===== config.mk =====
export PLATFORM = sky130hd
export DESIGN_NAME = mem_port_arbiter
export DESIGN_NICKNAME = d
export VERILOG_FILES = /design/src/rtl/mem_port_arbiter.sv
export SDC_FILE = /design/constraint.sdc
export NUM_CORES = 1
export LEC_CHECK = 0
export ABC_AREA = 1
export BUFFER_PORTS_ARGS = -buffer_cell sky130_fd_sc_hd__buf_2
export CORE_AREA = 2 2 123 125
export DETAILED_ROUTE_END_ITERATION = 10
export DIE_AREA = 0 0 125 127
export GPL_TIMING_DRIVEN = 0
export PLACE_DENSITY = 0.7
export SYNTH_ARGS = -nofsm -noshare
export SYNTH_HDL_FRONTEND = slang
export SYNTH_SLANG_ARGS = --single-unit

===== constraint.sdc =====
create_clock -name clk -period 10.3 [get_ports clk]
set_input_delay 2.06 -clock clk [delete_from_list [all_inputs] [get_ports clk]]
set_output_delay 2.06 -clock clk [all_outputs]
set_load 0.005 [all_outputs]

===== src/rtl/mem_port_arbiter.sv =====
// Shares one unified SRAM port between fetch and data requesters.
// Data has fixed priority; each access holds ext_en for WAIT_CYCLES cycles, then pulses ready.
module mem_port_arbiter #(
  parameter int ADDRESS_LEN = 32,
  parameter int WAIT_CYCLES = 3
) (
  input  logic                   clk,
  input  logic                   rst,
  input  logic                   if_req,
  input  logic [ADDRESS_LEN-1:0] if_addr,
  output logic [ADDRESS_LEN-1:0] if_rdata,
  output logic                   if_ready,
  output logic                   if_stall,
  input  logic                   mem_rd_en,
  input  logic                   mem_wr_en,
  input  logic [ADDRESS_LEN-1:0] mem_addr,
  input  logic [ADDRESS_LEN-1:0] mem_wdata,
  output logic [ADDRESS_LEN-1:0] mem_rdata,
  output logic                   mem_ready,
  output logic                   mem_stall,
  output logic                   ext_en,
  output logic                   ext_we,
  output logic [ADDRESS_LEN-1:0] ext_addr,
  output logic [ADDRESS_LEN-1:0] ext_wdata,
  input  logic [ADDRESS_LEN-1:0] ext_rdata
);

  localparam int CW = (WAIT_CYCLES > 1) ? $clog2(WAIT_CYCLES) : 1;

  typedef enum logic [1:0] {
    S_IDLE   = 2'd0,
    S_ACCESS = 2'd1,
    S_RESP   = 2'd2
  } state_e;

  state_e                 state_q, state_d;
  logic [CW-1:0]          cnt_q, cnt_d;
  logic                   owner_mem_q, owner_mem_d;
  logic                   we_q, we_d;
  logic [ADDRESS_LEN-1:0] addr_q, addr_d;
  logic [ADDRESS_LEN-1:0] wdata_q, wdata_d;
  logic [ADDRESS_LEN-1:0] if_rdata_q, if_rdata_d;
  logic [ADDRESS_LEN-1:0] mem_rdata_q, mem_rdata_d;

  always_ff @(posedge clk or posedge rst) begin
    if (rst) begin
      state_q     <= S_IDLE;
      cnt_q       <= '0;
      owner_mem_q <= 1'b0;
      we_q        <= 1'b0;
      addr_q      <= '0;
      wdata_q     <= '0;
      if_rdata_q  <= '0;
      mem_rdata_q <= '0;
    end else begin
      state_q     <= state_d;
      cnt_q       <= cnt_d;
      owner_mem_q <= owner_mem_d;
      we_q        <= we_d;
      addr_q      <= addr_d;
      wdata_q     <= wdata_d;
      if_rdata_q  <= if_rdata_d;
      mem_rdata_q <= mem_rdata_d;
    end
  end

  always_comb begin
    state_d     = state_q;
    cnt_d       = cnt_q;
    owner_mem_d = owner_mem_q;
    we_d        = we_q;
    addr_d      = addr_q;
    wdata_d     = wdata_q;
    if_rdata_d  = if_rdata_q;
    mem_rdata_d = mem_rdata_q;
    unique case (state_q)
      S_IDLE: begin
        // Data first: the MEM-stage access belongs to the older instruction.
        if (mem_rd_en || mem_wr_en) begin
          owner_mem_d = 1'b1;
          addr_d      = mem_addr;
          wdata_d     = mem_wdata;
          we_d        = mem_wr_en;
          cnt_d       = CW'(WAIT_CYCLES - 1);
          state_d     = S_ACCESS;
        end else if (if_req) begin
          owner_mem_d = 1'b0;
          addr_d      = if_addr;
          wdata_d     = mem_wdata;
          we_d        = 1'b0;
          cnt_d       = CW'(WAIT_CYCLES - 1);
          state_d     = S_ACCESS;
        end
      end
      S_ACCESS: begin
        if (cnt_q == '0) begin
          state_d = S_RESP;
          if (!we_q) begin
            if (owner_mem_q) mem_rdata_d = ext_rdata;
            else             if_rdata_d  = ext_rdata;
          end
        end else begin
          cnt_d = cnt_q - 1'b1;
        end
      end
      S_RESP:  state_d = S_IDLE;
      default: state_d = S_IDLE;
    endcase
  end

  assign ext_en    = (state_q == S_ACCESS);
  assign ext_we    = ext_en & we_q;
  assign ext_addr  = addr_q;
  assign ext_wdata = wdata_q;

  assign if_ready  = (state_q == S_RESP) & ~owner_mem_q;
  assign mem_ready = (state_q == S_RESP) &  owner_mem_q;
  assign if_rdata  = if_rdata_q;
  assign mem_rdata = mem_rdata_q;

  assign if_stall  = if_req & ~if_ready;
  assign mem_stall = (mem_rd_en | mem_wr_en) & ~mem_ready;

endmodule


==> results of run 1 <==
[through the flow]
step           power (W)  worst slack, ns  hold slack (ns)  instance area (sq um)
2_1_floorplan   0.001487            4.657           0.4654                   5703
3_3_place_gp    0.001932            3.057           0.4492                   7264
3_5_place_dp    0.001958            5.231           0.4535                   7297
4_1_cts         0.002618            5.230           0.4683                   7934
5_1_grt         0.002808            5.154           0.4845                   7934
6_report        0.002591            5.244           0.4658                   7934
[path summary, 6_finish.rpt]
check | from | to | slack (ns)
setup reg to reg | cnt_q[0] | if_rdata[9] | 8.56
max in group asynchronous | rst | ext_addr[4] | 7.84
hold / removal | mem_rdata[15] | mem_rdata[15] | 0.47
min in group asynchronous | rst | ext_wdata[25] | 1.71
setup / recovery | mem_wr_en | mem_stall | 5.24
hold reg to reg | mem_rdata[15] | mem_rdata[15] | 0.47
[cell families after synthesis]
| logic type | count (synthesis) |
|---|---|
| AOI/OAI and AO/OA | 5 |
| adders and majority gates | 2 |
| buffers and inverters | 54 |
| DFF | 134 |
| and+or+nand+nor | 512 |
[power by group through the flow]
stage                     Clock, W  Sequential (W)  Combinational, W
after CTS                 0.000659        0.000954           0.00101
after global placement           0        0.000948          0.000984
final                     0.000650        0.000954          0.000987
after floorplan                  0        0.000967          0.000520
after detailed placement         0        0.000951           0.00101
after global routing      0.000685        0.000989           0.00113
[state kept, by name (all words and copies together) (netlist names)]
signal and flops:
owner_mem_q 1, cnt_q 2, we_q 1, state_q 2, ext_addr 32, ext_wdata 32
if_rdata 32, mem_rdata 32
[routing by layer]
layer	up-vias	global-route usage [%]	share of wire [%]	wire [microns]
met5	-	0	0	0
met1	2510	26.71	41	6788
met3	27	6.240	7.6	1253
met4	0	7.908	2.2	368
met2	236	35.84	49	8174
li1	2751	-	-	-
[final cells by class]
class                      count  area [sq um]  area share, %
sequential                   134          3353          42.26
multi-input combinational    519          2071          26.10
timing repair buffer         267          1359          17.13
clock buffer                  18         439.2          5.535
tap                          184         230.2          2.902
buffer                        39         222.7          2.807
clock inverter                14         197.7          2.492
inverter                      15         61.31         0.7727
[critical path, cell delays in order]
cell and delay [ns]:
buf_2 0.12, inv_2 0.04, nand2_1 0.21, buf_2 0.27, o21ai_0 0.11, inv_1 0.06
buf_2 0.12
[synthesized netlist by cell type, drive strengths merged]
| cell | instances | area (sq um) |
|---|---|---|
| dfrtp | 134 | 3353 |
| ha | 2 | 25.02 |
| a21oi | 1 | 5.000 |
| inv | 15 | 56.30 |
| nand2 | 433 | 1625 |
| clkbuf | 8 | 30.03 |
| buf | 31 | 192.7 |
| nand3 | 69 | 345.3 |
| nor2 | 10 | 50.05 |
| o21ai | 4 | 20.02 |
==> reports/metrics.csv, run 1 <==
stage,metric,value,unit
placement,last weighted congestion value of the routability-driven placer,0.8200,
placement,Detail Placement HPWL,12.61,mm
clocking,CTS Root Cell,clkbuf_16,
die,number of top-level design ports,267,
clocking,number of post-CTS setup repair buffers,0,
synth,largest family of logic cells by synthesized area,simple AND/OR/NAND/NOR gates,
final_layout,most used cells in the layout excluding fill and tap cells,"nand2_1, buf_2, dfrtp_1, nand3_1, clkbuf_16",
die,Rows,44,
sta,clock skew,0.008969,ns
placement,"number of placed instances, taps included",1158,
pwr,part of the power in the clock network,25.1,%
global_routing,wire length of the first global-routing pass,27.20,mm
critical_path,Crit Path Class,primary input to output port,
clocking,clock transition time at the flip-flop clock pins of the worst setup and hold paths,0.06,ns
die,standard cell core area,14420,sq um
final_layout,number of standard cells in the final layout excluding fillers,1190,
global_routing,pin count of the biggest net entering global routing,72,
synth,synthesized net count,842,
critical_path,startpoint type of the worst setup path,primary input,
sta,number of endpoints with negative hold slack in the final report,0,
sta,# setup viols final,0,
final_layout,count of nets after finishing,1128,
clocking,TritonCTS clock tree,yes,
final_layout,"leading cell type in the layout, fill and taps excluded",nand2_1,
sta,max-slew violation count,0,
final_layout,area growth from synthesis to final layout,39.12,%
sta,Fin Setup TNS,0,ns
synth,part of the Yosys area used for sequential elements,58.80,%
routing,Via density,4.642,
routing,routed via count,5524,
final_layout,fraction of the core area covered by cells at the end of the flow,55.01,%
placement,Port Buffers,266,
routing,post-detailed-routing wire length,16.58,mm
status,run status,completed,
pwr,switching part of the total,37.11,%
die,starting density of the core,39.54,%
die,Die Y,127,microns
die,die outline width,125,microns
synth,synthesis warning total,0,
synth,number of distinct library cells after synthesis,16,
clocking,clock latency at the later pin of the worst-skew pair,0.42,ns
pwr,Static Leakage,4.662,nW
critical_path,Required @ worst endpoint,8.24,ns
sta,Achievable Freq,197.8,MHz
pwr,Power Density,326.6,nW/um^2
routing,Final ANT Viol Nets,0,
synth,Cells after Synth,707,
flow_run,max cap viols,0,
pwr,Internal Pwr Total,0.001630,W
final_layout,Antenna Diode Count,0,
sta,clock period minus final worst setup slack,5.056,ns
synth,simple-gate area share of the yosys netlist,35.43,%
synth,average instance area after synthesis,8.066,sq um
routing,initial drt markers,260,
min_path,hold path depth,2,
routing,DR DRC count,0,
global_routing,initial antenna violation count,0,
critical_path,count of cells along the worst register-to-register path,7,
clocking,CTS hold repair buffers,0,
die,total die area,15880,sq um
min_path,type of the tightest min-delay check,register to register,
global_routing,vias in the first global route,5460,
clocking,number of buffers on the longest clock path,2,
sta,max_slew headroom,60.62,%
pwr,NetSw,0.0009616,W
pwr,sequential cell fraction of total power,36.8,%
synth,Synth Area in Adders,0.4388,%
sta,final cycle utilization of the critical path,49.09,%
global_routing,GRT Resource Usage Total,21.47,%
synth,combined area of all synthesized cells,5703,sq um
final_layout,layout cells sized above 1,33.30,%
sta,transition at the pin with the smallest max-transition slack,0.5908,ns
synth,xor/xnor share of the synthesized area,0,%
clocking,TritonCTS Sinks,134,
critical_path,WP data arrival,3.00,ns
critical_path,biggest fanout along the worst timing path,10,
clocking,CTS HTree Levels,4,
pwr,Gate power share,38.1,%
critical_path,endpoint class of the critical path,output port,
routing,WL per Instance,13.94,microns
synth,#FFs+latches synth,134,
routing,iteration count of the initial detailed-routing pass,5,
clocking,number of buffers added by the clock tree synthesis step,17,
pwr,Max rail drop VDD,156.2,uV
sta,RSZ-0062 raised after global routing,no,
synth,multiplexer fraction of the synthesized cell area,0,%
synth,post-synthesis compound-gate area fraction,0.4388,%
global_routing,global-route congestion overflow total,0,
final_layout,total of fill cells in the finished design,1392,
clocking,Resized cells post-CTS,0,
No activity file was read; power rests on OpenSTA's default activity.
==> inputs of run 2 (changes only) <==
PLACE_DENSITY = 0.73   (was 0.7)
clock period = 4.1 ns   (was 10.3 ns; I/O delays follow)
==> run 2 against run 1 <==
  * First-iteration DRC count shrank 3.8%
  * Largest cell class unchanged
  * Critical endpoint unchanged
  * Critical path type unchanged
  * Power grew to 2.5 times the previous value
  * Final area grew 0.46%
  * Flip-flop and latch count is the same
  * Combinational power grew to 2.5 times the previous value
  * Cell count grew 0.17%
  * Die area is the same
==> reports/metrics.csv, run 2 (synthesized netlist as in run 1, its figures left out) <==
stage,metric,value,unit
flow_run,max cap viols,0,
pwr,Static Leakage,4.674,nW
routing,iteration count of the initial detailed-routing pass,4,
routing,DR DRC count,0,
sta,max_slew headroom,49.56,%
final_layout,"leading cell type in the layout, fill and taps excluded",nand2_1,
sta,final setup slack of the worst path,1.497,ns
critical_path,startpoint type of the worst setup path,primary input,
clocking,number of post-CTS setup repair buffers,0,
global_routing,wire length of the first global-routing pass,27.45,mm
status,run status,completed,
final_layout,count of nets after finishing,1130,
sta,final cycle utilization of the critical path,63.49,%
global_routing,pin count of the biggest net entering global routing,39,
clocking,CTS Root Cell,clkbuf_16,
routing,routed via count,5520,
routing,initial drt markers,250,
final_layout,layout cells sized above 1,33.43,%
critical_path,WP data arrival,1.78,ns
critical_path,r2r setup slk,2.36,ns
global_routing,GRT Resource Usage Total,21.66,%
final_layout,area growth from synthesis to final layout,39.75,%
critical_path,endpoint class of the critical path,output port,
sta,clock skew,0.006464,ns
clocking,Resized cells post-CTS,0,
min_path,type of the tightest min-delay check,register to register,
placement,Detail Placement HPWL,12.79,mm
global_routing,vias in the first global route,5468,
sta,Fin Setup TNS,0,ns
critical_path,worst r2r src,cnt_q[0],
die,number of top-level design ports,267,
pwr,Power Density,818.9,nW/um^2
placement,Port Buffers,266,
sta,number of endpoints with negative hold slack in the final report,0,
die,standard cell core area,14420,sq um
clocking,TritonCTS clock tree,yes,
final_layout,total of fill cells in the finished design,1399,
final_layout,number of standard cells in the final layout excluding fillers,1192,
sta,# setup viols final,0,
clocking,clock latency at the later pin of the worst-skew pair,0.41,ns
global_routing,initial antenna violation count,1,
clocking,CTS hold repair buffers,0,
placement,"number of placed instances, taps included",1160,
placement,last weighted congestion value of the routability-driven placer,0.8197,
critical_path,biggest fanout along the worst timing path,10,
clocking,clock transition time at the flip-flop clock pins of the worst setup and hold paths,0.06,ns
clocking,number of buffers on the longest clock path,2,
sta,max-slew violation count,0,
pwr,Design Power,0.006527,W
sta,Achievable Freq,384.2,MHz
clocking,TritonCTS Sinks,134,
routing,Via density,4.631,
final_layout,most used cells in the layout excluding fill and tap cells,"nand2_1, buf_2, dfrtp_1, nand3_1, clkbuf_16",
pwr,Max rail drop VDD,361.4,uV
sta,RSZ-0062 raised after global routing,no,
die,Rows,44,
placement,worst slack at placement,1.488,ns
die,total die area,15880,sq um
die,Die Y,127,microns
critical_path,Crit Path Class,primary input to output port,
global_routing,global-route congestion overflow total,0,
routing,post-detailed-routing wire length,16.74,mm
final_layout,Antenna Diode Count,0,
critical_path,Crit. Startpoint,mem_rd_en,
clocking,number of buffers added by the clock tree synthesis step,17,
sta,clock period minus final worst setup slack,2.603,ns
sta,transition at the pin with the smallest max-transition slack,0.7550,ns
die,starting density of the core,39.54,%
routing,WL per Instance,14.04,microns
min_path,hold path startpoint,mem_rdata[31],
critical_path,Required @ worst endpoint,3.28,ns
routing,Final ANT Viol Nets,0,
die,die outline width,125,microns
clocking,CTS HTree Levels,4,
[run 2: final cells by class]
type                       instances  area, sq um  area share [%]
sequential                       134         3353           42.07
multi-input combinational        519         2071           25.98
timing repair buffer             269         1391           17.46
clock buffer                      20        466.7           5.856
tap                              184        230.2           2.889
buffer                            39        222.7           2.794
clock inverter                    12        175.2           2.198
inverter                          15        60.06          0.7535
[run 2: metrics by stage]
stage                     hold slack [ns]  util [%]  cell area (sq um)
after global routing               0.4790     55.26               7970
final                              0.4635     55.26               7970
after detailed placement           0.4535     50.81               7328
after global placement             0.4479     50.39               7268
after CTS                          0.4681     55.26               7970
after floorplan                    0.4654         -               5707
[run 2: worst paths after layout]
check | endpoint | depth (start not counted)
worst max-delay path | mem_stall | 7
worst min-delay path | mem_rdata[31] | 2
worst max register to register | if_rdata[9] | 7
worst min register to register | mem_rdata[31] | 2
max in group asynchronous | ext_addr[7] | 4
min in group asynchronous | ext_wdata[24] | 2
[run 2: per-layer routing]
metal  up-vias  global-route usage (%)  part of all wire, %
li1       2744                       -                    -
met1      2549                   25.64                   41
met2       210                   38.01                   50
met3        17                   6.826                  7.4
met4         0                   6.471                  1.4
met5         -                       0                    0
[run 2: where the power goes]
part           internal (W)  switching [W]  total, W
Clock               0.00106       0.000575   0.00164
Sequential          0.00201       0.000376   0.00239
Combinational       0.00105        0.00145   0.00250
[run 2: critical path, stage by stage]
cell	delay, ns
buf_2	0.13
inv_2	0.03
nand2_1	0.23
buf_2	0.28
o21ai_0	0.11
inv_1	0.06
buf_2	0.11
==> inputs of run 3 (changes only) <==
ABC_AREA = 0   (was 1)
CORE_AREA = 2 2 122 124   (was 2 2 123 125)
DIE_AREA = 0 0 124 126   (was 0 0 125 127)
PLACE_DENSITY = 0.71   (was 0.73)
clock period = 2.4 ns   (was 4.1 ns; I/O delays follow)
==> run 3 against run 2 <==
  * First-iteration DRC count decreased by 60%
  * Final area fell by 1.8%
  * Power up 55%
  * Area after synthesis shrank 0.90%
  * Die area down 1.6%
  * Core utilization shrank 0.56 points
  * Clock power is 48% higher
  * Combinational power is 47% higher
  * Critical path type unchanged
  * Largest cell class unchanged
  * Highest routed layer unchanged
==> reports/metrics.csv, run 3 <==
stage,metric,value,unit
final_layout,"leading cell type in the layout, fill and taps excluded",buf_2,
clocking,CTS hold repair buffers,0,
routing,WL per Instance,16.14,microns
critical_path,WP data arrival,1.57,ns
final_layout,number of standard cells in the final layout excluding fillers,822,
routing,Via density,4.668,
sta,# setup viols final,0,
pwr,Static Leakage,3.897,nW
clocking,TritonCTS clock tree,yes,
critical_path,Required @ worst endpoint,1.92,ns
flow_run,max cap viols,0,
synth,area share of the largest cell type after synthesis,59.33,%
clocking,clock transition time at the flip-flop clock pins of the worst setup and hold paths,0.06,ns
clocking,Resized cells post-CTS,0,
critical_path,Crit Path Class,primary input to output port,
status,run status,completed,
die,die outline width,124,microns
routing,routed via count,3837,
die,Rows,44,
sta,Achievable Freq,487.6,MHz
final_layout,total of fill cells in the finished design,1220,
clocking,number of buffers added by the clock tree synthesis step,17,
routing,wire length on met2,6.733,mm
placement,"number of placed instances, taps included",791,
die,Die Y,126,microns
clocking,number of post-CTS setup repair buffers,0,
sta,clock skew,0.007390,ns
final_layout,Antenna Diode Count,0,
die,total die area,15620,sq um
synth,cell taking the most area after synthesis,dfrtp_1,
sta,clock period minus final worst setup slack,2.051,ns
final_layout,count of nets after finishing,761,
synth,"count leader, synth",dfrtp_1,
routing,Routed met3 length,1.201,mm
final_layout,fraction of the core area covered by cells at the end of the flow,54.69,%
synth,share of async-settable or async-resettable flops after synthesis,100.0,%
sta,RSZ-0062 raised after global routing,no,
placement,Port Buffers,266,
global_routing,vias in the first global route,4241,
routing,initial drt markers,100,
global_routing,GRT Resource Usage Total,17.39,%
global_routing,initial antenna violation count,0,
synth,leading post-synthesis cells by cell area,"dfrtp_1, mux2_2, mux2_4",
global_routing,wire length of the first global-routing pass,20.81,mm
sta,transition at the pin with the smallest max-transition slack,0.4893,ns
critical_path,startpoint type of the worst setup path,primary input,
final_layout,layout cells sized above 1,75.08,%
synth,synthesized net count,473,
pwr,Power Density,1290,nW/um^2
pwr,Max rail drop VDD,696.8,uV
sta,max-slew violation count,0,
min_path,type of the tightest min-delay check,primary input to async pin,
placement,Detail Placement HPWL,10.10,mm
routing,Final ANT Viol Nets,0,
synth,Cells after Synth,338,
die,standard cell core area,14310,sq um
sta,number of endpoints with negative hold slack in the final report,0,
synth,synthesis warning total,0,
synth,combined area of all synthesized cells,5652,sq um
clocking,number of buffers on the longest clock path,2,
routing,DR DRC count,0,
clocking,CTS HTree Levels,4,
final_layout,area growth from synthesis to final layout,38.52,%
global_routing,global-route congestion overflow total,0,
synth,most frequent cells after synthesis,"dfrtp_1, mux2_2, mux2_4, buf_2, buf_4",
global_routing,pin count of the biggest net entering global routing,45,
die,number of top-level design ports,267,
clocking,CTS Root Cell,clkbuf_16,
routing,topmost layer with routed signal wires,met4,
sta,max_slew headroom,67.35,%
critical_path,endpoint class of the critical path,output port,
synth,number of distinct library cells after synthesis,27,
die,starting density of the core,39.48,%
synth,count of flip-flops with a built-in enable after synthesis,0,
clocking,clock latency at the later pin of the worst-skew pair,0.41,ns
routing,post-detailed-routing wire length,13.27,mm
routing,iteration count of the initial detailed-routing pass,4,
critical_path,biggest fanout along the worst timing path,10,
synth,#FFs+latches synth,134,
routing,post-route met1 wirelength,5.181,mm
placement,last weighted congestion value of the routability-driven placer,0.6969,
synth,part of the Yosys area used for sequential elements,59.33,%
synth,average instance area after synthesis,16.72,sq um
final_layout,most used cells in the layout excluding fill and tap cells,"buf_2, dfrtp_1, mux2_2, mux2_4, clkbuf_16",
sta,final cycle utilization of the critical path,85.46,%
synth,commonest register cell after synthesis,dfrtp_1,
clocking,TritonCTS Sinks,134,
==> run 3: changes by cell type after synthesis, moves of 9 or more <==
| cell | before | now |
|---|---|---|
| buf_4 | 14 | 5 |
| mux2_2 | 0 | 128 |
| mux2_4 | 0 | 30 |
| nand2_1 | 433 | 1 |
| nand3_1 | 69 | 0 |
==> run 3: power by group <==
part | internal, W | switching (W) | leakage [nW]
clock | 0.00150 | 0.000930 | 0.269
sequential | 0.00341 | 0.000585 | 1.59
combinational | 0.00228 | 0.00140 | 2.04
total | 0.00718 | 0.00291 | 3.90
==> run 3: kinds of logic after synthesis <==
logic type	after synthesis	synth area share (%)
flops	134	59.33
buf+inv	21	3.232
mux	162	34.25
simple gates	15	2.169
fa+ha+maj	2	0.4427
compound gates	4	0.5758
==> run 3: worst paths after layout <==
path	startpoint	endpoint	slack, ns	depth (start not counted)
setup / recovery	mem_wr_en	mem_stall	0.35	5
hold / removal	rst	ext_wdata[29]	0.07	2
setup reg to reg	state_q[1]	ext_wdata[19]	0.70	5
hold reg to reg	mem_rdata[25]	mem_rdata[25]	0.49	1
max in group asynchronous	rst	if_rdata[3]	1.54	4
min in group clk	mem_wdata[6]	ext_wdata[6]	0.30	2
==> run 3: layout make-up <==
| type | count | area [sq um] | share of cell area, % |
|---|---|---|---|
| Sequential cell | 134 | 3353 | 42.83 |
| Timing Repair Buffer | 269 | 1391 | 17.77 |
| Inverter | 4 | 18.77 | 0.2397 |
| Clock buffer | 23 | 478.0 | 6.105 |
| Multi-Input combinational cell | 183 | 2116 | 27.03 |
| Clock inverter | 8 | 73.82 | 0.9429 |
| Tap cell | 184 | 230.2 | 2.941 |
| Buffer | 17 | 167.7 | 2.142 |
==> run 3: through the flow <==
stage / setup TNS, ns / cell area (sq um) / power, W / hold slack, ns / worst slack [ns]
after floorplan: 0 / 5655 / 0.006073 / 0.4817 / 0.2548
after global placement: -69.68 / 7217 / 0.007572 / 0.4681 / -0.5254
after detailed placement: 0 / 7277 / 0.007753 / 0.4844 / 0.1924
after CTS: 0 / 7829 / 0.01024 / 0.06144 / 0.2817
after global routing: 0 / 7829 / 0.01078 / 0.07112 / 0.2320
final: 0 / 7829 / 0.01010 / 0.06877 / 0.3491
==> run 3: layer usage <==
| metal | vias up | global-route usage, % |
|---|---|---|
| met2 | 163 | 30.51 |
| met1 | 1892 | 19.00 |
| li1 | 1770 | - |
| met3 | 12 | 6.612 |
| met4 | 0 | 6.147 |
| met5 | - | 0 |
==> run 3: critical path, stage by stage <==
cell	delay, ns
buf_2	0.12
nor2_2	0.41
buf_2	0.35
nor2_1	0.08
buf_2	0.14
